## config.mk

```make
export PLATFORM = sky130hd
export DESIGN_NAME = alu32_seq
export DESIGN_NICKNAME = d
export VERILOG_FILES = /design/src/rtl/alu32_seq_pkg.sv /design/src/rtl/alu_muldiv_iter.sv /design/src/rtl/alu32_seq.sv
export SDC_FILE = /design/constraint.sdc
export NUM_CORES = 1
export LEC_CHECK = 0
export ABC_CLOCK_PERIOD_IN_PS = 12090
export CORE_ASPECT_RATIO = 1.4
export CORE_MARGIN = 2
export CORE_UTILIZATION = 42
export DETAILED_ROUTE_END_ITERATION = 10
export PLACE_DENSITY_LB_ADDON = 0.12
export RECOVER_POWER = 50
export SYNTH_ARGS = -nofsm -noshare
export SYNTH_HDL_FRONTEND = slang
export SYNTH_SLANG_ARGS = --single-unit
```

## constraint.sdc

```tcl
create_clock -name clk -period 12.09 [get_ports clk]
set_clock_uncertainty 0.2 [all_clocks]
set_input_delay 3.627 -clock clk [delete_from_list [all_inputs] [get_ports clk]]
set_output_delay 3.627 -clock clk [all_outputs]
set_load 0.01 [all_outputs]
```

## src/rtl/alu32_seq_pkg.sv

```systemverilog
// Opcodes and FSM state encoding shared by the sequential ALU and its testbench.
package alu_pkg;
  localparam logic [3:0] OP_HOLD  = 4'b0000;
  localparam logic [3:0] OP_ADD   = 4'b0001;
  localparam logic [3:0] OP_SUB   = 4'b0010;
  localparam logic [3:0] OP_MUL   = 4'b0011;
  localparam logic [3:0] OP_DIV   = 4'b0100;
  localparam logic [3:0] OP_AND   = 4'b0101;
  localparam logic [3:0] OP_OR    = 4'b0110;
  localparam logic [3:0] OP_NOT   = 4'b0111;
  localparam logic [3:0] OP_XOR   = 4'b1000;
  localparam logic [3:0] OP_SLL   = 4'b1001;
  localparam logic [3:0] OP_SRL   = 4'b1010;
  localparam logic [3:0] OP_PASSB = 4'b1011;
  localparam logic [3:0] OP_SRA   = 4'b1100;

  typedef enum logic {ST_IDLE = 1'b0, ST_RUN = 1'b1} state_t;
endpackage

```

## src/rtl/alu_muldiv_iter.sv

```systemverilog
// One-bit-per-cycle shift-add multiplier / restoring divider; the result is
// offered combinationally on the step where last_o is high.
module alu_muldiv_iter #(
  parameter int WIDTH = 32
) (
  input  logic             clk,
  input  logic             rst,
  input  logic             load_i,
  input  logic             step_i,
  input  logic             is_div_i,
  input  logic [WIDTH-1:0] a_i,
  input  logic [WIDTH-1:0] b_i,
  output logic             last_o,
  output logic [WIDTH-1:0] result_o,
  output logic             ovf_o
);
  localparam int CW = $clog2(WIDTH) + 1;

  logic             is_div_q;
  logic [WIDTH:0]   hi_q, hi_d;
  logic [WIDTH-1:0] lo_q, lo_d;
  logic [WIDTH-1:0] b_q;
  logic [CW-1:0]    cnt_q;
  logic [WIDTH:0]   acc, rem_sh, trial;

  // hi holds the partial product (mul) or partial remainder (div); lo holds
  // the multiplier bits still to consume or the dividend/quotient shifter.
  always_comb begin
    acc    = hi_q + (lo_q[0] ? {1'b0, b_q} : '0);
    rem_sh = {hi_q[WIDTH-1:0], lo_q[WIDTH-1]};
    trial  = rem_sh - {1'b0, b_q};
    hi_d   = hi_q;
    lo_d   = lo_q;
    if (is_div_q) begin
      if (!trial[WIDTH]) begin
        hi_d = trial;
        lo_d = {lo_q[WIDTH-2:0], 1'b1};
      end else begin
        hi_d = rem_sh;
        lo_d = {lo_q[WIDTH-2:0], 1'b0};
      end
    end else begin
      {hi_d, lo_d} = {1'b0, acc, lo_q[WIDTH-1:1]};
    end
  end

  assign last_o   = (cnt_q == CW'(1));
  assign result_o = lo_d;
  assign ovf_o    = is_div_q ? (b_q == '0) : (hi_d[WIDTH-1:0] != '0);

  always_ff @(posedge clk) begin
    if (rst) begin
      is_div_q <= 1'b0;
      hi_q     <= '0;
      lo_q     <= '0;
      b_q      <= '0;
      cnt_q    <= '0;
    end else if (load_i) begin
      is_div_q <= is_div_i;
      hi_q     <= '0;
      lo_q     <= a_i;
      b_q      <= b_i;
      cnt_q    <= CW'(WIDTH);
    end else if (step_i) begin
      hi_q  <= hi_d;
      lo_q  <= lo_d;
      cnt_q <= cnt_q - CW'(1);
    end
  end
endmodule

```

## src/rtl/alu32_seq.sv

```systemverilog
// Registered ALU: single-cycle ops finish the next cycle, mul/div take WIDTH+1
// cycles behind Busy; Start while Busy is dropped, never queued.
module alu32_seq
  import alu_pkg::*;
#(
  parameter  int WIDTH = 32,
  localparam int SHW   = $clog2(WIDTH)
) (
  input  logic             clk,
  input  logic             rst,
  input  logic             Start,
  input  logic [WIDTH-1:0] OperandA,
  input  logic [WIDTH-1:0] OperandB,
  input  logic [3:0]       ALUsel,
  output logic [WIDTH-1:0] ALUResult,
  output logic             Busy,
  output logic             Done,
  output logic             Equal,
  output logic             Zero,
  output logic             Carry,
  output logic             Overflow
);
  state_t           state_q;
  logic [WIDTH-1:0] res_q;
  logic             busy_q, done_q, eq_q, zero_q, carry_q, ovf_q, eq_pend_q;

  logic [WIDTH:0]   sum, diff;
  logic [SHW-1:0]   shamt;
  logic signed [WIDTH-1:0] a_s;
  logic [WIDTH-1:0] sc_res;
  logic             sc_carry, sc_ovf, is_md, accept;
  logic             md_last, md_ovf;
  logic [WIDTH-1:0] md_res;

  assign shamt  = OperandB[SHW-1:0];
  assign a_s    = OperandA;
  assign sum    = {1'b0, OperandA} + {1'b0, OperandB};
  assign diff   = {1'b0, OperandA} - {1'b0, OperandB};
  assign is_md  = (ALUsel == OP_MUL) || (ALUsel == OP_DIV);
  assign accept = Start && (state_q == ST_IDLE);

  always_comb begin
    sc_res   = sum[WIDTH-1:0];
    sc_carry = 1'b0;
    sc_ovf   = 1'b0;
    case (ALUsel)
      OP_HOLD:  sc_res = res_q;
      OP_SUB: begin
        sc_res   = diff[WIDTH-1:0];
        sc_carry = ~diff[WIDTH];
        sc_ovf   = (OperandA[WIDTH-1] != OperandB[WIDTH-1]) &&
                   (diff[WIDTH-1] != OperandA[WIDTH-1]);
      end
      OP_AND:   sc_res = OperandA & OperandB;
      OP_OR:    sc_res = OperandA | OperandB;
      OP_NOT:   sc_res = ~OperandA;
      OP_XOR:   sc_res = OperandA ^ OperandB;
      OP_SLL:   sc_res = OperandA << shamt;
      OP_SRL:   sc_res = OperandA >> shamt;
      OP_SRA:   sc_res = a_s >>> shamt;
      OP_PASSB: sc_res = OperandB;
      default: begin
        sc_carry = sum[WIDTH];
        sc_ovf   = (OperandA[WIDTH-1] == OperandB[WIDTH-1]) &&
                   (sum[WIDTH-1] != OperandA[WIDTH-1]);
      end
    endcase
  end

  alu_muldiv_iter #(.WIDTH(WIDTH)) u_muldiv (
    .clk      (clk),
    .rst      (rst),
    .load_i   (accept && is_md),
    .step_i   (state_q == ST_RUN),
    .is_div_i (ALUsel == OP_DIV),
    .a_i      (OperandA),
    .b_i      (OperandB),
    .last_o   (md_last),
    .result_o (md_res),
    .ovf_o    (md_ovf)
  );

  always_ff @(posedge clk) begin
    if (rst) begin
      state_q   <= ST_IDLE;
      res_q     <= '0;
      busy_q    <= 1'b0;
      done_q    <= 1'b0;
      eq_q      <= 1'b0;
      zero_q    <= 1'b0;
      carry_q   <= 1'b0;
      ovf_q     <= 1'b0;
      eq_pend_q <= 1'b0;
    end else begin
      done_q <= 1'b0;
      case (state_q)
        ST_IDLE: begin
          if (accept && is_md) begin
            state_q   <= ST_RUN;
            busy_q    <= 1'b1;
            eq_pend_q <= (OperandA == OperandB);
          end else if (accept) begin
            res_q   <= sc_res;
            zero_q  <= (sc_res == '0);
            eq_q    <= (OperandA == OperandB);
            carry_q <= sc_carry;
            ovf_q   <= sc_ovf;
            done_q  <= 1'b1;
          end
        end
        ST_RUN: begin
          // Final iteration: the unit's combinational result is registered here.
          if (md_last) begin
            state_q <= ST_IDLE;
            busy_q  <= 1'b0;
            res_q   <= md_res;
            zero_q  <= (md_res == '0);
            eq_q    <= eq_pend_q;
            carry_q <= 1'b0;
            ovf_q   <= md_ovf;
            done_q  <= 1'b1;
          end
        end
        default: state_q <= ST_IDLE;
      endcase
    end
  end

  assign ALUResult = res_q;
  assign Busy      = busy_q;
  assign Done      = done_q;
  assign Equal     = eq_q;
  assign Zero      = zero_q;
  assign Carry     = carry_q;
  assign Overflow  = ovf_q;
endmodule

```

Yosys cells after proc, flatten, opt, wreduce, memory -nomap -nowiden
Index checks and enable logic that the tools add are counted.
- $add $sub $neg: 5
- equal/unequal tests: 21
- shift operators: 3
- muxes and demuxes: 42
- bitwise operators: 6
- reduce and logical (&&, ||, !) cells: 16
- operator list (operator ; count):
    case mux 32 bit (10 select lines) ; 1
    2-to-1 mux 32 bit ; 7
    zero test 32 bit ; 3
    2-to-1 mux 33 bit ; 2
    case mux 32 bit (2 select lines) ; 1
    adder 32 x 32 -> 33 bit ; 1
    adder 33 bit ; 1
    subtractor 32 x 32 -> 33 bit ; 1
    subtractor 33 x 32 -> 33 bit ; 1
    AND 32 bit ; 1
    == test 32 bit ; 1
    inverter 32 bit ; 1
    bitwise OR 32 bit ; 1
    nonzero test 32 bit ; 1
    left shift 32 x 5 -> 32 bit ; 1
    >> shifter 32 x 5 -> 32 bit ; 1
    >>> shifter 32 x 5 -> 32 bit ; 1
    XOR 32 bit ; 1
    == test 4 bit, second input constant ; 5
    2-to-1 mux 1 bit ; 20
    case mux 1 bit (2 select lines) ; 9
    == test 4 x 3 -> 1 bit, second input constant ; 4
    2-to-1 mux 6 bit ; 2
    OR reduction 9 bit ; 1
    other kinds (15) ; 25
- register bits after elaboration: 144
- input port bits: 71
- output and inout port bits: 38
- word-level logic and storage cells: 108

Depth between registers and ports, before layout
- depth after elaboration: 7
- gate-level depth with buffers: 26
- gate-level depth less buffers: 25

Cells and area by module
A second synthesis with hierarchy kept.
- cells, all modules: 2988
- area total of the unflattened synthesis: 21695.8 µm²
- modules (own cells, without submodules) (module ; times used ; cells each ; area each (µm²) ; sequential area each (µm²)):
    alu32_seq ; 1 ; 1762 ; 12543.3 ; 800.8
    alu_muldiv_iter ; 1 ; 1226 ; 9152.5 ; 2082.0

Least setup slack after synthesis
No wires, ideal clock.
- path kind: input to register
- start: in OperandB[3]
- end: reg zero_q, in the netlist Zero
- setup time: 0.058 ns
- arrival time: 7.324 ns
- required time: 11.832 ns
- slack: 4.508 ns
- stages on the path: 17
- path buffers: 3
- cell sequence: buf_2 -> inv_1 -> clkbuf_1 -> buf_1 -> ha_1 -> and3_1 -> a221oi_1 -> o21a_1 -> o211a_1 -> nor3_1 -> or4_1 -> and3_1 -> and3b_1 -> nand4b_1 -> nor4_1 -> a41o_1 -> o211a_1
- word-level cells in the longest chain between the ends: 6
- elaborated cells between the ends (all ways): 13
- those cells by class: 2 x add/sub; 3 x shift; 4 x mux; 3 x bitwise; 1 x reduce/logical
- RTL lines (what ; line ; text):
    from (decl) ; alu32_seq.sv:13 ; input logic [WIDTH-1:0] OperandB,
    adder 32 x 32 -> 33 bit, or another cell as far along ; alu32_seq.sv:37 ; assign sum = {1'b0, OperandA} + {1'b0, OperandB};
    case mux 32 bit (10 select lines) * ; alu32_seq.sv:46 ; case (ALUsel)
    zero test 32 bit * ; alu32_seq.sv:104 ; zero_q <= (sc_res == '0);
    2-to-1 mux 1 bit * ; alu32_seq.sv:102 ; end else if (accept) begin
    2-to-1 mux 1 bit * ; alu32_seq.sv:98 ; if (accept && is_md) begin
    case mux 1 bit (2 select lines) * ; alu32_seq.sv:96 ; case (state_q)
    to (signal assigned) ; alu32_seq.sv:104 ;
    to (signal assigned) ; alu32_seq.sv:117 ; zero_q <= (md_res == '0);
    to (decl) ; alu32_seq.sv:25 ; logic busy_q, done_q, eq_q, zero_q, carry_q, ovf_q, eq_pend_q;
Mark *: on every way between the ends. The rest lies on a longest branch, timed or not. The select of a mux whose other input is x is not followed.
A chain may end at the register's enable or synchronous reset.

Final worst setup path
- start: in ALUsel[0]
- end: reg u_muldiv.lo_q[18]
- word-level cells in the longest chain between the ends: 4
- elaborated cells between the ends (all ways): 6
- those cells by class: 2 x eq/ne; 1 x mux; 3 x reduce/logical
- RTL lines (what ; line ; text):
    from (decl) ; alu32_seq.sv:14 ; input logic [3:0] ALUsel,
    == test 4 x 2 -> 1 bit or == test 4 x 3 -> 1 bit (tied branches) ; alu32_seq.sv:39 ; assign is_md = (ALUsel == OP_MUL) || (ALUsel == OP_DIV);
    logical OR 1 bit * ; alu32_seq.sv:39 ;
    logical AND 1 bit * ; alu32_seq.sv:73 ; .load_i (accept && is_md),
    2-to-1 mux 32 bit or nonzero test 2 bit (tied branches) ; -- ;
    to (signal assigned) ; alu_muldiv_iter.sv:61 ; lo_q <= a_i;
    to (signal assigned) ; alu_muldiv_iter.sv:66 ; lo_q <= lo_d;
    to (decl) ; alu_muldiv_iter.sv:21 ; logic [WIDTH-1:0] lo_q, lo_d;
Mark *: on every way between the ends. The rest lies on a longest branch, timed or not.

==> out/metrics.yaml <==
drt:
  ant_nets: 0
  drcViolationCount: 0
  vias_per_cell: 7.02
  dr.pass1.iters: 7
  wirelength_mm: 120
  drtIter0Drc: 3001
  vias: 25900
  avgRoutedWirePerCell_microns: 32.4
timing:
  rsz0062_at_grt: "no"
  tns_ns: 0
  slew_violations: 163
  finalHoldViolations: 0
  min_period_ns: 10.62
  slew_headroom: -0.497
  timing.final.crit_share: 0.879
  timing.fmax_mhz: 94.1
  setup_viol: 0
  worstMarginPinSlew_ns: 2.25
power:
  p_leak_nw: 9.65
  seq_power_share: 0.254
  switching_share: 0.446
  p_comb_frac: 0.480
  vdd_drop_max_uv: 75.1
  clkPwrFrac: 0.266
  switching_power_w: 0.000942
  intPower_w: 0.00117
  power_density_nw_per_um2: 87.8
global_route:
  grt_max_degree: 114
  grt_pass1_vias: 25000
  grt.overflow.total: 0
  use_met2: 0.726
  grt_pass1_wl_mm: 171
  grt_util_met1: 0.469
  grtUsageTotal: 0.431
  met3_usage: 0.0647
  grt_busiest_layer: "met2"
  antenna_found_initial: 1
setup_path:
  start_kind: "primary input"
  cp_data_arrival_time_ns: 10.76
  crit_fanout: 49
  worstReg2RegStart: "u_muldiv.lo_q[31]"
  reg2reg_depth: 27
  endpoint: "u_muldiv.lo_q[18]"
  worstPathRequired_ns: 12.23
  crit_type: "primary input to flip-flop"
  crit_start: "ALUsel[0]"
  endpoint_kind: "flip-flop"
  r2r_end: "Overflow"
  regToRegSetupSlack_ns: 3.84
yosys:
  ys_ff_latch: 144
  synth-seq-area-share: 0.131
  synth_cell_types: 91
  synth_edf_count: 0
  syn_inst: 3072
  synth-warning-count: 0
  ys.flop_type: "dfxtp_1"
  async_reset_ff_frac: 0
  synth_nets: 3311
  syn_avg_cell_area_sq_um: 7.17
  netlist_area_sq_um: 22000
status:
  outcome: "finished with violations"
  violations: "capacitance limit, slew limit"
cells_and_area:
  seqCellArea_sq_um: 2890
  nFillCells: 5378
  fin_nets: 3263
  final_cells: 3696
  drive_gt1_frac: 0.0863
  multi_input_area_sq_um: 17600
  area_growth_pct: 9.10
cts:
  cts_buffers: 17
  clockBufferDepth: 2
  h-tree-depth: 4
  clkSlewWorstSetupHoldPaths_ns: 0.06
  postCtsSetupBuffers: 0
  cts_resized: 0
  clkSinkCount: 144
  cts_tree: "done"
  clk-insertion-delay-late_ns: 0.45
  ctsHoldBuffers: 0
  root_buffer: "clkbuf_16"
place:
  place_inst: 3660
  gp_congestion: 1.03
  dpl.hpwl_mm: 93.8
  io_buffers: 108
worst_hold_path:
  hold_class: "flip-flop to flip-flop"
  min_from: "eq_pend_q"
floorplanning:
  io_pins: 109
  rows: 99
  fp.dieW_microns: 198
  die_h_microns: 275
  die_area_sq_um: 54300
  start_util: 0.423
  coreArea_sq_um: 52000
flow_run:
  drv_cap: 4
## cell usage in the layout, fill, tap and decap left out, drive strengths merged, types with 31 or more instances in the layout
master,instances
dfxtp,144
o22ai,38
o21ai,164
nand2b,31
inv,146
mux2i,98
o211ai,47
nor2b,42
dlygate4sd3,38
buf,78
clkdlybuf4s50,61
and3,40
mux2,59
a211oi,85
and2,54
nor3,86
a21oi,279
nand4,38
nor4,32
nor2,272
xnor2,39
mux4,55
a21o,51
nand2,354
nand3,56
ha,164
## sequential cells by signal, indices dropped and copies added (netlist names)
signal and flops:
Busy 1, u_muldiv.is_div_q 1, Overflow 1, eq_pend_q 1
state_q 1, u_muldiv.b_q 32, Zero 1, u_muldiv.cnt_q 6
u_muldiv.hi_q 33, u_muldiv.lo_q 32, Carry 1, ALUResult 32
Equal 1, Done 1
## power groups by stage
stage | sequential [W] | combinational, W | clock, W
6_report | 0.000535 | 0.00101 | 0.000562
5_1_grt | 0.000535 | 0.00106 | 0.000584
4_1_cts | 0.000534 | 0.000979 | 0.000566
3_5_place_dp | 0.000543 | 0.000974 | 0
3_3_place_gp | 0.000544 | 0.000971 | 0
2_1_floorplan | 0.000528 | 0.000612 | 0
## cell families after synthesis
family | Yosys count | synth area share
simple gates | 1076 | 0.232
compound gates | 1010 | 0.308
buf+inv | 396 | 0.0745
mux | 212 | 0.131
fa+ha+maj | 168 | 0.0968
flops | 144 | 0.131
xor+xnor | 66 | 0.0263
## how the worst min path moves through the flow
stage,endpoint,slack [ns],depth (start not counted)
after floorplan,eq_pend_q,0.24,2
after global placement,eq_pend_q,0.25,2
after detailed placement,eq_pend_q,0.26,2
after CTS,eq_pend_q,0.27,2
after global routing,eq_pend_q,0.28,2
final,eq_pend_q,0.26,2
## per-layer routing
metal | up-vias | wire, microns
met2 | 1554 | 55500
met1 | 12500 | 42500
li1 | 11300 | -
met4 | 0 | 13100
met3 | 510 | 8630
met5 | - | 0
## cells in the mapped netlist (12+ instances only)
cell type / count / area [sq um]
nand2_1: 354 / 1330
mux4_2: 53 / 1190
inv_1: 141 / 529
o21bai_1: 19 / 143
nor2b_1: 42 / 263
xnor2_1: 39 / 342
nor3_1: 86 / 430
a221oi_1: 17 / 149
nand3_1: 56 / 280
o21ai_0: 155 / 776
clkbuf_1: 173 / 649
ha_1: 164 / 2050
buf_2: 43 / 215
o22ai_1: 38 / 238
o211ai_1: 47 / 353
a31oi_1: 27 / 169
a32oi_1: 12 / 105
o31ai_1: 24 / 180
mux2_2: 59 / 664
a21o_1: 51 / 383
a21oi_1: 279 / 1400
or3_1: 15 / 93.8
nor2_1: 272 / 1020
nand4_1: 38 / 238
mux2i_1: 98 / 981
and3_1: 40 / 250
buf_1: 18 / 67.6
nand2b_1: 31 / 194
xor2_1: 27 / 236
a211o_1: 14 / 123
a22oi_1: 28 / 210
o21a_1: 25 / 188
and2_1: 54 / 338
o221ai_1: 26 / 228
nor4_1: 32 / 200
dfxtp_1: 144 / 2880
a211oi_1: 85 / 638
a221o_1: 13 / 130
## worst max-delay path: stages
cell	delay (ns)
clkbuf_1	1.39
clkbuf_1	1.42
nand2_1	0.80
nor2_1	0.27
a21oi_1	0.14
nor3_1	0.27
clkbuf_1	1.62
nor2_1	0.61
nand2_1	0.20
o21ai_0	0.10
o21a_1	0.26
## area by class of cell
type,instances,share of cell area
sequential,144,0.120
multi-input combinational,2532,0.731
inverter,146,0.0228
clock inverter,10,0.00516
timing repair buffer,183,0.0668
tap,656,0.0342
clock buffer,21,0.0196
antenna,4,0.000417
## through the flow
stage / power [W] / hold slack [ns] / instance area, sq um / setup slack, ns / utilization
after global routing: 0.00218 / 0.284 / 24000 / 1.38 / 0.462
after detailed placement: 0.00152 / 0.256 / 23400 / 2.65 / 0.450
after CTS: 0.00208 / 0.266 / 24000 / 3.09 / 0.462
after global placement: 0.00151 / 0.246 / 23400 / 2.64 / 0.450
after floorplan: 0.00114 / 0.237 / 22000 / 4.51 / -
final: 0.00211 / 0.263 / 24000 / 1.47 / 0.462
Power figures use the tool's default switching activity.
